--- config.mk ---
export PLATFORM = sky130hd
export DESIGN_NAME = issue_ibuffer
export DESIGN_NICKNAME = d
export VERILOG_FILES = /design/src/rtl/issue_ibuffer_pkg.sv /design/src/rtl/issue_ibuffer_fifo.sv /design/src/rtl/issue_ibuffer.sv
export SDC_FILE = /design/constraint.sdc
export NUM_CORES = 1
export LEC_CHECK = 0
export BUFFER_PORTS_ARGS = -buffer_cell sky130_fd_sc_hd__buf_2
export CAP_MARGIN = 10
export CORE_MARGIN = 1.5
export CORE_UTILIZATION = 63
export DETAILED_ROUTE_END_ITERATION = 7
export PLACE_DENSITY = 0.88
export SLEW_MARGIN = 25
export SYNTH_ARGS = -nofsm -noshare
export SYNTH_HDL_FRONTEND = slang
export SYNTH_HIERARCHICAL = 1
export SYNTH_SLANG_ARGS = --single-unit
--- constraint.sdc ---
create_clock -name clk -period 8.3 [get_ports clk]
set_input_delay 1.245 -clock clk [delete_from_list [all_inputs] [get_ports clk]]
set_output_delay 1.245 -clock clk [all_outputs]
set_load 0.005 [all_outputs]
--- src/rtl/issue_ibuffer_pkg.sv ---
// Shared definitions for the issue-slice instruction buffer: slice sizing
// constants and the decoded-instruction payload layout it carries.
package issue_ibuffer_pkg;

    localparam int PER_ISSUE_WARPS = 4;
    localparam int IBUF_SIZE       = 4;
    localparam int PERF_CTR_BITS   = 44;

    typedef struct packed {
        logic [43:0] uuid;
        logic [3:0]  tmask;
        logic [31:0] pc;
        logic [2:0]  ex_type;
        logic [3:0]  op_type;
        logic [15:0] op_args;
        logic        wb;
        logic [3:0]  used_rs;
        logic [5:0]  rd;
        logic [5:0]  rs1;
        logic [5:0]  rs2;
        logic [5:0]  rs3;
    } ibuf_data_t;

    localparam int IBUF_DATAW = $bits(ibuf_data_t);

    // Warp-id width, kept at one bit for a single-warp slice.
    function automatic int wid_bits(input int num_warps);
        return (num_warps > 1) ? $clog2(num_warps) : 1;
    endfunction

endpackage

--- src/rtl/issue_ibuffer_fifo.sv ---
// Single-warp ring buffer: DEPTH entries of DATAW bits with occupancy count.
// Head data is read straight from storage; there is no write-to-read bypass.
module issue_ibuffer_fifo #(
    parameter int DEPTH = 4,
    parameter int DATAW = 128
) (
    input  logic             clk,
    input  logic             rst,
    input  logic             push,
    input  logic             pop,
    input  logic [DATAW-1:0] push_data,
    output logic [DATAW-1:0] head_data,
    output logic             full,
    output logic             empty
);
    import issue_ibuffer_pkg::*;

    localparam int PTRW = $clog2(DEPTH);

    logic [PTRW-1:0]  rd_ptr_q, rd_ptr_d;
    logic [PTRW-1:0]  wr_ptr_q, wr_ptr_d;
    logic [PTRW:0]    count_q, count_d;
    logic [DATAW-1:0] mem_q [DEPTH];
    logic             do_push, do_pop;

    assign empty   = (count_q == '0);
    assign full    = (count_q == (PTRW+1)'(DEPTH));
    // Guard here as well so the ring can never over- or underflow.
    assign do_push = push && !full;
    assign do_pop  = pop && !empty;

    always_comb begin
        rd_ptr_d = rd_ptr_q;
        wr_ptr_d = wr_ptr_q;
        count_d  = count_q;
        if (do_push) wr_ptr_d = wr_ptr_q + PTRW'(1);
        if (do_pop)  rd_ptr_d = rd_ptr_q + PTRW'(1);
        case ({do_push, do_pop})
            2'b10:   count_d = count_q + (PTRW+1)'(1);
            2'b01:   count_d = count_q - (PTRW+1)'(1);
            default: count_d = count_q;
        endcase
    end

    always_ff @(posedge clk or posedge rst) begin
        if (rst) begin
            rd_ptr_q <= '0;
            wr_ptr_q <= '0;
            count_q  <= '0;
        end else begin
            rd_ptr_q <= rd_ptr_d;
            wr_ptr_q <= wr_ptr_d;
            count_q  <= count_d;
        end
    end

    always_ff @(posedge clk) begin
        if (do_push) mem_q[wr_ptr_q] <= push_data;
    end

    assign head_data = mem_q[rd_ptr_q];

endmodule

--- src/rtl/issue_ibuffer.sv ---
// Per-issue-slice instruction buffer: demuxes one decoded instruction per cycle
// into per-warp FIFOs and presents every warp head to the scoreboard.
module issue_ibuffer #(
    parameter int NUM_WARPS     = issue_ibuffer_pkg::PER_ISSUE_WARPS,
    parameter int DEPTH         = issue_ibuffer_pkg::IBUF_SIZE,
    parameter int DATAW         = 128,
    parameter int PERF_CTR_BITS = issue_ibuffer_pkg::PERF_CTR_BITS,
    localparam int WIDW         = issue_ibuffer_pkg::wid_bits(NUM_WARPS)
) (
    input  logic                       clk,
    input  logic                       reset,
    input  logic                       in_valid,
    input  logic [WIDW-1:0]            in_wid,
    input  logic [DATAW-1:0]           in_data,
    output logic                       in_ready,
    output logic [NUM_WARPS-1:0]       out_valid,
    output logic [NUM_WARPS*DATAW-1:0] out_data,
    input  logic [NUM_WARPS-1:0]       out_ready,
    output logic [NUM_WARPS-1:0]       ibuf_pop,
    output logic [NUM_WARPS-1:0]       full,
    output logic [PERF_CTR_BITS-1:0]   ibf_stalls
);
    import issue_ibuffer_pkg::*;

    // Handshake: a transfer happens in any cycle where valid && ready are both
    // high; valid never depends on ready, and ready depends only on registered
    // state plus in_wid, so a full warp refuses input even while it pops.
    logic [NUM_WARPS-1:0]     push, pop, fifo_full, fifo_empty;
    logic [NUM_WARPS-1:0]     ibuf_pop_q, ibuf_pop_d;
    logic [PERF_CTR_BITS-1:0] stalls_q, stalls_d;
    logic                     in_ready_c;

    // An out-of-range wid matches no warp, so it is neither stored nor stalled.
    always_comb begin
        in_ready_c = 1'b1;
        push       = '0;
        for (int w = 0; w < NUM_WARPS; w++) begin
            if (32'(in_wid) == w) begin
                in_ready_c = !fifo_full[w];
                push[w]    = in_valid && !fifo_full[w];
            end
        end
    end

    assign pop        = ~fifo_empty & out_ready;
    assign ibuf_pop_d = pop;

    always_comb begin
        stalls_d = stalls_q;
        if (in_valid && !in_ready_c && (stalls_q != '1))
            stalls_d = stalls_q + PERF_CTR_BITS'(1);
    end

    always_ff @(posedge clk or posedge reset) begin
        if (reset) begin
            ibuf_pop_q <= '0;
            stalls_q   <= '0;
        end else begin
            ibuf_pop_q <= ibuf_pop_d;
            stalls_q   <= stalls_d;
        end
    end

    for (genvar w = 0; w < NUM_WARPS; w++) begin : g_warp
        issue_ibuffer_fifo #(
            .DEPTH (DEPTH),
            .DATAW (DATAW)
        ) u_fifo (
            .clk       (clk),
            .rst       (reset),
            .push      (push[w]),
            .pop       (pop[w]),
            .push_data (in_data),
            .head_data (out_data[w*DATAW +: DATAW]),
            .full      (fifo_full[w]),
            .empty     (fifo_empty[w])
        );
    end

    assign in_ready   = in_ready_c;
    assign out_valid  = ~fifo_empty;
    assign full       = fifo_full;
    assign ibuf_pop   = ibuf_pop_q;
    assign ibf_stalls = stalls_q;

    illegal_wid_a: assert property (@(posedge clk) disable iff (reset)
        in_valid |-> (32'(in_wid) < NUM_WARPS));

endmodule
== Word level (Yosys, flattened, before mapping) ==
Memories as Yosys holds them, arrays and structs flattened.
Index checks and enable logic that the tools add are counted.
Widths: inputs -> output; s select.
Word-level totals
  output and inout bits: 569
  bits in writable memories: 2048
  flip-flop bits (word level): 76
  word-level logic and storage cells: 105
  input bits: 137
  memories: 4
Cells by class
  reduce and logical (&&, ||, !) cells: 32
  eq/ne operators: 16
  bitwise logic cells: 2
  add/subtract/negate cells: 17
  multiplexer cells: 20
Memory list
  g_warp[0].u_fifo.mem_q: depth 4, bits a word 128, rd ports 1, clocked after memory_dff 0, wr ports 1, line issue_ibuffer_fifo.sv:23  | logic [DATAW-1:0] mem_q [DEPTH];
  g_warp[1].u_fifo.mem_q: depth 4, bits a word 128, rd ports 1, clocked after memory_dff 0, wr ports 1, line issue_ibuffer_fifo.sv:23
  g_warp[2].u_fifo.mem_q: depth 4, bits a word 128, rd ports 1, clocked after memory_dff 0, wr ports 1, line issue_ibuffer_fifo.sv:23
  g_warp[3].u_fifo.mem_q: depth 4, bits a word 128, rd ports 1, clocked after memory_dff 0, wr ports 1, line issue_ibuffer_fifo.sv:23
Operator list (count)
  $add 44x1->44 const B: 1
  $ne 44x44->1 const B: 1
  $pmux 3 s2: 4
  $add 2x1->2 const B: 8
  $mux 1: 16
  $logic_and 1x1->1: 14
  $add 3x1->3 const B: 4
  $eq 2x2->1 const B: 6
  $eq 3x3->1 const B: 4
  $logic_not 3->1: 4
  $sub 3x1->3 const B: 4
  $eq 2x1->1 const B: 5
  $logic_not 1->1: 9
  $reduce_bool 2->1: 4
  $and 4x4->4: 1
  $not 4->4: 1
  $logic_not 2->1: 1

== Depth between registers and ports, before layout ==
Gate-level depths: netlist (run 1).
  depth in word-level cells: 9
  mapped depth: 10
  depth with buffers taken out: 10

== Modules after synthesis ==
Netlist (run 1), hierarchy kept.
Modules (own cells, without submodules)
  issue_ibuffer_fifo: area each 18889.4 µm², cells each 707, instances 4
  issue_ibuffer: area each 2501.1 µm², cells each 236, instances 1

== Worst setup path before layout (run 1) ==
OpenSTA, ideal clock, no wires.
  path kind: input-to-reg
  start: input port in_wid[1]
  end: memory g_warp[0].u_fifo.mem_q[0][0], enable pin
  buffers on the path: 0
  stages on the path: 3
  required time: 7.798 ns
  setup slack: 2.959 ns
  setup time: 0.502 ns
  arrival: 4.839 ns
  cell sequence: nor4b_1 nor2b_1 and2_1
Between the ends
  cells in the longest elaborated chain, start to end: 5
Ends and longest elaborated chain
  from (decl): line issue_ibuffer.sv:13  | input logic [WIDW-1:0] in_wid,
  $logic_not 2->1: line issue_ibuffer.sv:38  | if (32'(in_wid) == w) begin
  $mux 1: line issue_ibuffer.sv:38
  $logic_and 1x1->1: line issue_ibuffer_fifo.sv:29  | assign do_push = push && !full;
  $mux 1: line issue_ibuffer_fifo.sv:58  | if (do_push) mem_q[wr_ptr_q] <= push_data;
  $mux 1 (not written as such): line issue_ibuffer_fifo.sv:58
  to (decl): line issue_ibuffer_fifo.sv:23
Every way passes these cells.

== Final worst setup path (run 1) ==
  start: register g_warp[2].u_fifo.rd_ptr_q[1]
  end: output port out_data[302]
Between the ends
  cells in the longest elaborated chain, start to end: 1
Ends and longest elaborated chain
  from (decl): line issue_ibuffer_fifo.sv:20  | logic [PTRW-1:0] rd_ptr_q, rd_ptr_d;
  from (signal assigned): line issue_ibuffer_fifo.sv:51  | rd_ptr_q <= rd_ptr_d;
  $mem_v2 4x128
  to (decl): line issue_ibuffer.sv:17  | output logic [NUM_WARPS*DATAW-1:0] out_data,
Every way passes these cells.

==> results of run 1 <==
==> sequential cells by signal (all words and copies together), names as in the netlist <==
signal                  count
g_warp.u_fifo/mem_q      2048
ibf_stalls                 44
g_warp.u_fifo/count_q      12
g_warp.u_fifo/rd_ptr_q      8
g_warp.u_fifo/wr_ptr_q      8
ibuf_pop                    4
==> layout make-up <==
| type | count | area, µm² |
|---|---|---|
| flip-flops and latches | 2124 | 63400 |
| fillers | 6344 | 32700 |
| inverters | 36 | 138 |
| diodes | 5 | 12.5 |
| clock inverters | 110 | 1260 |
| well taps | 1625 | 2030 |
| multi-input cells | 785 | 13700 |
| repair buffers | 759 | 3980 |
| clock buffers | 247 | 5130 |
==> worst register-to-register path: stages, from the launching register on <==
cell and delay, ns:
sky130_fd_sc_hd__dfrtp_1 0.44, sky130_fd_sc_hd__nor3b_1 0.28, sky130_fd_sc_hd__nor4b_1 0.40, sky130_fd_sc_hd__nor2b_1 0.73
sky130_fd_sc_hd__and2_4 0.62, sky130_fd_sc_hd__buf_4 0.80
==> path summary, 6_finish.rpt <==
kind                                                           from                                 endpoint
max                        g_warp[2].u_fifo/rd_ptr_q[1]$_DFFE_PP0P_                            out_data[302]
min                                                           reset  g_warp[3].u_fifo/count_q[1]$_DFFE_PP0P_
max reg2reg                 g_warp[0].u_fifo/count_q[2]$_DFFE_PP0P_  g_warp[0].u_fifo/mem_q[2][89]$_DFFE_PP_
min reg2reg                              ibf_stalls[21]$_DFFE_PP0P_               ibf_stalls[21]$_DFFE_PP0P_
max in group asynchronous                                     reset               ibf_stalls[11]$_DFFE_PP0P_
min in group clk                         ibf_stalls[21]$_DFFE_PP0P_               ibf_stalls[21]$_DFFE_PP0P_
==> placed cells by master, fill, tap and decap left out, types with 5 or more instances in the layout <==
cell type	n
sky130_fd_sc_hd__nor2_1	15
sky130_fd_sc_hd__nand2_1	29
sky130_fd_sc_hd__nor4_1	7
sky130_fd_sc_hd__nor2b_1	8
sky130_fd_sc_hd__buf_2	705
sky130_fd_sc_hd__clkbuf_1	48
sky130_fd_sc_hd__and2_4	16
sky130_fd_sc_hd__diode_2	5
sky130_fd_sc_hd__nand4_1	18
sky130_fd_sc_hd__bufinv_16	20
sky130_fd_sc_hd__nor3b_1	6
sky130_fd_sc_hd__nand3_1	13
sky130_fd_sc_hd__xnor2_1	26
sky130_fd_sc_hd__ha_1	21
sky130_fd_sc_hd__xor2_1	40
sky130_fd_sc_hd__clkinv_1	36
sky130_fd_sc_hd__clkbuf_16	196
sky130_fd_sc_hd__clkinv_16	5
sky130_fd_sc_hd__nor3_1	19
sky130_fd_sc_hd__inv_1	35
sky130_fd_sc_hd__and4_1	6
sky130_fd_sc_hd__mux2_2	5
sky130_fd_sc_hd__edfxtp_1	2048
sky130_fd_sc_hd__dfrtp_1	68
sky130_fd_sc_hd__and2_1	5
sky130_fd_sc_hd__mux4_2	513
sky130_fd_sc_hd__clkinvlp_4	7
sky130_fd_sc_hd__dfrtp_4	8
sky130_fd_sc_hd__clkinv_2	30
sky130_fd_sc_hd__buf_4	50
==> logic make-up after synthesis <==
| family | Yosys count | share of synthesized area |
|---|---|---|
| XOR/XNOR | 66 | 0.00741 |
| AND/OR/NAND/NOR | 163 | 0.0128 |
| AO/OA/AOI/OAI | 9 | 0.00107 |
| flip-flops | 2124 | 0.812 |
| buffers and inverters | 155 | 0.0129 |
| adder cells (fa/ha/maj) | 25 | 0.00439 |
| multiplexers | 522 | 0.149 |
==> power by group through the flow <==
stage | Sequential, W | Clock (W) | Combinational [W]
floorplan | 0.0129 | 0 | 0.00453
global placement | 0.0132 | 0 | 0.00719
detailed placement | 0.0133 | 0 | 0.00744
CTS | 0.0131 | 0.00912 | 0.00765
global route | 0.0131 | 0.00950 | 0.00788
finish | 0.0131 | 0.00904 | 0.00764
==> routing by layer <==
layer | routed length (µm) | track usage | vias to the layer above | part of all wire
li1 | - | - | 14700 | -
met1 | 68400 | 0.420 | 20200 | 0.34
met2 | 104000 | 0.545 | 2842 | 0.51
met3 | 19800 | 0.0668 | 484 | 0.098
met4 | 10300 | 0.149 | 8 | 0.051
met5 | 76 | 0 | - | 0.00037
==> stage by stage <==
stage / hold slack, ns / area [µm²] / cells / util
floorplan: 0.477 / 78100 / 3064 / -
global placement: 0.471 / 83200 / 5327 / 0.680
detailed placement: 0.481 / 83300 / 5329 / 0.681
CTS: 0.415 / 89700 / 5686 / 0.733
global route: 0.456 / 89700 / 5689 / 0.733
finish: 0.482 / 89700 / 5691 / 0.733
==> flow_summary.rst, run 1 <==
.. list-table::
   :header-rows: 1

   * - Metric
     - Value
   * - RSZ-0062 raised after global routing
     - false
   * - Number of setup buffers added after CTS
     - 0
   * - Synth area leaders
     - sky130_fd_sc_hd__edfxtp_1 (79%), sky130_fd_sc_hd__mux4_2 (15%), sky130_fd_sc_hd__dfrtp_1 (2.4%)
   * - Initial Utilization
     - 0.638
   * - Most instantiated flip-flop cell in the synthesis netlist
     - sky130_fd_sc_hd__edfxtp_1
   * - Antenna violations before repair
     - 9
   * - Power after layout
     - 0.0298 W
   * - Power share of the sequential group
     - 0.439
   * - Worst-case register-to-register setup slack
     - ~4.5 ns
   * - Library cell used as clock root buffer
     - sky130_fd_sc_hd__clkbuf_16
   * - Number of core rows
     - 128
   * - Number of nets with antenna violations after detailed routing
     - 0
   * - Net switching share of the total power
     - 0.296
   * - Routed wire per std cell
     - ~36 µm
   * - Tmin final
     - 4.71 ns
   * - Vias per Instance
     - 6.73
   * - MaxCap Viol Count
     - 0
   * - Clock-pin slew of the registers on the worst-case setup and hold paths
     - ~0.06 ns
   * - Synth area leader
     - sky130_fd_sc_hd__edfxtp_1
   * - Rel. slew slack
     - 0.263
   * - Nets@finish
     - 4064
   * - Share of the synthesized area in the top cell type
     - 0.788
   * - Final wirelength
     - a little over 200000 µm
   * - Crit. path cell count
     - 3
   * - Residual DRC count
     - 0
   * - Status
     - completed
   * - Number of standard cells after synthesis
     - 3064
   * - Total routing resource utilization after global routing
     - 0.327
   * - Vias in the first global route
     - ~40000
   * - Kind of end point of the critical path
     - output port
   * - Switching pwr
     - 0.00880 W
   * - Detailed Routing Iterations Pass 1
     - 7
   * - Number of vias in the routed layout
     - approximately 38000
   * - Clock buffer count from CTS
     - 196
   * - Number of buffers inserted for hold repair after clock tree synthesis
     - 0
   * - Post-route clock skew
     - 0.0479 ns
   * - Layout cells sized above 1
     - 0.391
   * - Area added between synthesis and finish
     - 14.9%
   * - WS Path Type
     - reg2out
   * - Die H
     - roughly 350 µm
   * - Max Buffers Root-to-Sink
     - 3
   * - Async set-reset flop share out of synthesis
     - 0.0358
   * - Pin slew with the least headroom to its limit
     - 1.10 ns
   * - I/O Buffers
     - 705
   * - Internal power
     - between 0.02 and 0.025 W
   * - CP cell instances
     - buf_4 -> mux4_2 -> buf_2
   * - Final RePlAce weighted congestion
     - ~0.94
   * - Crit path arrival time
     - around 3.5 ns
   * - Worst EP required
     - 7.05 ns
   * - Total clock sinks
     - 2124
   * - Number of endpoints failing setup at the final stage
     - 0
   * - Horiz. Die Dim
     - 355 µm
   * - Number of warnings issued by yosys
     - 6
   * - Commonest cells post-synth
     - sky130_fd_sc_hd__edfxtp_1 (2048), sky130_fd_sc_hd__mux4_2 (513), sky130_fd_sc_hd__dfrtp_1 (76)
   * - Final Max Tran Viols
     - 0
   * - Post-CTS sizing
     - 0
   * - Post-detailed-placement half-perimeter wirelength
     - ~120000 µm
   * - Crit Path Max Fanout
     - 57
   * - Overall die area
     - 126000 µm²
   * - Leakage
     - 30.0 nW
   * - Initial detailed-routing violation count
     - ~5400
   * - Placeable core area
     - about 120000 µm²
   * - Proportion of power drawn by combinational gates
     - 0.257
   * - Peak supply drop
     - 0.000263 V
   * - R2R depth
     - 5
   * - Post-Place Setup Slack
     - 4.08 ns
   * - Clock group share of total power
     - 0.304
   * - Critical Path Max Stage Delay
     - 0.98 ns
   * - Max H-tree Level
     - 4
   * - Largest net degree at the start of global routing
     - 69
   * - Endpoints failing hold
     - 0
   * - TritonCTS clock tree
     - done
   * - Yosys reg bits
     - 2124
   * - Largest delay share family, worst path
     - buffers and inverters
   * - Areal power density over the cells
     - approximately 330 nW/µm²
   * - Post-synth EDFFs
     - 2048
   * - Worst Slack Setup Final
     - 3.59 ns
   * - Global-route wire length before repair
     - between 200000 and 300000 µm
   * - Net Count, Synth
     - approximately 3200
   * - Crit path max-delay cell type
     - sky130_fd_sc_hd__dfrtp_4
   * - Synth Cell Area
     - 78100 µm²
   * - Proportion of synthesized chip area in sequential cells
     - 0.812
   * - Critical path launch point type
     - register
   * - Synthesized area per cell
     - 25.5 µm²
   * - Setup tns final
     - 0 ns
   * - Hold crit path type
     - in2async
   * - Max Clk Rate
     - 213 MHz
   * - Count of unique library cells instantiated by Yosys
     - 43
   * - Number of buffer and inverter stages on the critical path
     - 2
   * - Number of ports placed on the die boundary
     - 706
   * - Leftover overflow at the end of global routing
     - 0
   * - Portion of the clock cycle consumed by the worst path in the final layout
     - 0.567
   * - Count leader, synth
     - sky130_fd_sc_hd__edfxtp_1
   * - Clock latency on the worst-skew pair
     - 0.86 ns
Power figures use the tool's default switching activity.
==> run 2: changes to the inputs <==
--- a/config.mk
+++ b/config.mk
@@ -8,9 +8,9 @@
 export BUFFER_PORTS_ARGS = -buffer_cell sky130_fd_sc_hd__buf_2
 export CAP_MARGIN = 10
 export CORE_MARGIN = 1.5
-export CORE_UTILIZATION = 63
+export CORE_UTILIZATION = 53
 export DETAILED_ROUTE_END_ITERATION = 7
-export PLACE_DENSITY = 0.88
+export PLACE_DENSITY = 0.79
 export SLEW_MARGIN = 25
 export SYNTH_ARGS = -nofsm -noshare
 export SYNTH_HDL_FRONTEND = slang
==> constraint.sdc (replaced) <==
create_clock -name clk -period 3.85 [get_ports clk]
set_input_delay 0.5775 -clock clk [delete_from_list [all_inputs] [get_ports clk]]
set_output_delay 0.5775 -clock clk [all_outputs]
set_load 0.005 [all_outputs]
==> run 2 against run 1 <==
Clock skew fell by 0.0095 ns. Global-route usage decreased by 7.2 points. Final cell count rose by 7.7%. Die area is 19% higher. Sequential share of layout area is 1.9 points lower. Register-to-register slack worse by 3.7 ns. Sequential power increased by 110%. Count of clock-buffer cells in the layout down 21. First-iteration DRC count is 28% lower. Critical endpoint is now out_data[327]. Largest cell class unchanged.
==> flow_summary.rst, run 2 (same netlist as run 1, synthesis figures left out) <==
.. list-table::
   :header-rows: 1

   * - Metric
     - Value
   * - Areal power density over the cells
     - 705 nW/µm²
   * - Critical Path Max Stage Delay
     - 0.88 ns
   * - Status
     - completed
   * - Utilization after layout
     - 0.631
   * - Placeable core area
     - about 150000 µm²
   * - Leading cell types in the layout, fill and taps excluded
     - sky130_fd_sc_hd__edfxtp_1 (2048), sky130_fd_sc_hd__buf_2 (705), sky130_fd_sc_hd__mux4_2 (513)
   * - Post-route clock skew
     - about 0.038 ns
   * - Routed wire per std cell
     - 31.0 µm
   * - Crit path max-delay cell type
     - sky130_fd_sc_hd__dfrtp_4
   * - Portion of the clock cycle consumed by the worst path in the final layout
     - 0.913
   * - Peak supply drop
     - 0.000545 V
   * - Setup tns final
     - 0 ns
   * - Final Max Tran Viols
     - 0
   * - I/O Buffers
     - 705
   * - Max Buffers Root-to-Sink
     - 3
   * - Post-Place Setup Slack
     - approximately 0.82 ns
   * - CP cell instances
     - buf_12 -> mux4_2 -> buf_2
   * - Number of filler instances in the final layout
     - 9187
   * - Area occupied by multi-input gates
     - ~14000 µm²
   * - Clock-pin slew of the registers on the worst-case setup and hold paths
     - 0.06 ns
   * - Nets@finish
     - between 4000 and 5000
   * - Register cell area after layout
     - 63400 µm²
   * - Global-route wire length before repair
     - 275000 µm
   * - Largest register by flop count
     - g_warp.u_fifo/mem_q
   * - Max FFs per register
     - 2048
   * - Area added between synthesis and finish
     - 18.0%
   * - Max H-tree Level
     - 4
   * - Kind of end point of the critical path
     - output port
   * - Worst Slack Setup Final
     - 0.336 ns
   * - Number of ports placed on the die boundary
     - approximately 710
   * - Initial Utilization
     - 0.535
   * - Leftover overflow at the end of global routing
     - 0
   * - Post-CTS sizing
     - 0
   * - RSZ-0062 raised after global routing
     - false
   * - Library cell used as clock root buffer
     - sky130_fd_sc_hd__clkbuf_16
   * - Clock latency on the worst-skew pair
     - 0.84 ns
   * - Final RePlAce weighted congestion
     - 0.917
   * - Horiz. Die Dim
     - 387 µm
   * - Largest net degree at the start of global routing
     - 71
   * - Critical path launch point type
     - register
   * - Placed Cells incl. Taps
     - 5756
   * - Crit Path Max Fanout
     - 35
   * - Vias in the first global route
     - 38600
   * - Rel. slew slack
     - 0.459
   * - Number of nets with antenna violations after detailed routing
     - 0
   * - Number of core rows
     - 140
   * - Endpoints failing hold
     - 0
   * - Vias per Instance
     - slightly above 6
   * - Die H
     - 387 µm
   * - Total routing resource utilization after global routing
     - 0.255
   * - Detailed Routing Iterations Pass 1
     - 5
   * - Overall die area
     - 150000 µm²
   * - Clock buffer count from CTS
     - between 150 and 200
   * - WS Path Type
     - reg2out
   * - Number of setup buffers added after CTS
     - 0
   * - Tmin final
     - 3.51 ns
   * - Crit path arrival time
     - 2.94 ns
   * - Number of vias in the routed layout
     - 37500
   * - Most common cell after layout, fill and taps aside
     - sky130_fd_sc_hd__edfxtp_1
   * - Worst EP required
     - 3.27 ns
   * - MaxCap Viol Count
     - 0
   * - Max Clk Rate
     - 285 MHz
   * - Post-detailed-placement half-perimeter wirelength
     - 120000 µm
   * - Final wirelength
     - roughly 190000 µm
   * - Total clock sinks
     - 2124
   * - Residual DRC count
     - 0
   * - Hold crit path type
     - in2reg
   * - Pin slew with the least headroom to its limit
     - between 0.8 and 0.9 ns
   * - Layout cells sized above 1
     - 0.416
   * - Leakage
     - 31.1 nW
   * - Filler-free cell count of the finished design
     - 6131
   * - Number of buffers inserted for hold repair after clock tree synthesis
     - 3
   * - Antenna violations before repair
     - 7
   * - Initial detailed-routing violation count
     - 3862
   * - Number of endpoints failing setup at the final stage
     - 0
   * - TritonCTS clock tree
     - done
## run 2: changes by cell type in the layout (fill, tap and decap cells not counted), sizes merged
cell / previous run / this run
clkbuf: 247 / 226
clkinv: 75 / 98
dlygate4sd3: 0 / 3
clkinvlp: 7 / 8
buf: 759 / 894
diode: 5 / 7
bufinv: 20 / 25
## run 2: layout make-up
type / count / share of cell area
flip-flops and latches: 2124 / 0.689
multi-input cells: 785 / 0.149
repair buffers: 897 / 0.0631
clock buffers: 226 / 0.0549
well taps: 1917 / 0.0260
clock inverters: 139 / 0.0171
inverters: 36 / 0.00147
diodes: 7 / 0.000190
## run 2: worst paths after layout
path	slack, ns	cells after the start	to	start
min	0.11	2	ibuf_pop[1]$_DFF_PP0_	out_ready[1]
min reg2reg	0.49	1	ibf_stalls[21]$_DFFE_PP0P_	ibf_stalls[21]$_DFFE_PP0P_
max in group asynchronous	2.59	4	ibf_stalls[15]$_DFFE_PP0P_	reset
min in group asynchronous	0.36	3	g_warp[3].u_fifo/wr_ptr_q[1]$_DFFE_PP0P_	reset
max reg2reg	0.82	11	g_warp[1].u_fifo/count_q[2]$_DFFE_PP0P_	g_warp[1].u_fifo/count_q[0]$_DFFE_PP0P_
max	0.34	3	out_data[327]	g_warp[2].u_fifo/rd_ptr_q[0]$_DFFE_PP0P_
## run 2: worst max-delay path: cells and delay by family, from the launching register on
family / cells / cell delay, ns
multiplexers: 1 / 0.60
buffers and inverters: 2 / 0.53
flip-flops: 1 / 0.88
## run 2: power by group
| group | leakage (nW) | switching, W | total, W | internal [W] |
|---|---|---|---|---|
| combinational | 8.40 | 0.00901 | 0.0171 | 0.00809 |
| sequential | 19.5 | 0.00115 | 0.0280 | 0.0269 |
| clock | 3.23 | 0.00860 | 0.0198 | 0.0112 |
## run 2: routing by layer
metal,GRT usage,vias to the layer above,part of all wire
li1,-,15000,-
met1,0.326,20000,0.36
met2,0.426,2095,0.51
met3,0.0522,381,0.080
met4,0.110,0,0.047
met5,0,-,0
## run 2: stage by stage
stage	hold WS, ns	power, W	cell area [µm²]
after floorplan	0.381	0.0374	78100
after global placement	0.469	0.0452	85400
after detailed placement	0.485	0.0455	85400
after CTS	0.0385	0.0653	92100
after global routing	0.0517	0.0668	92100
final	0.108	0.0649	92100
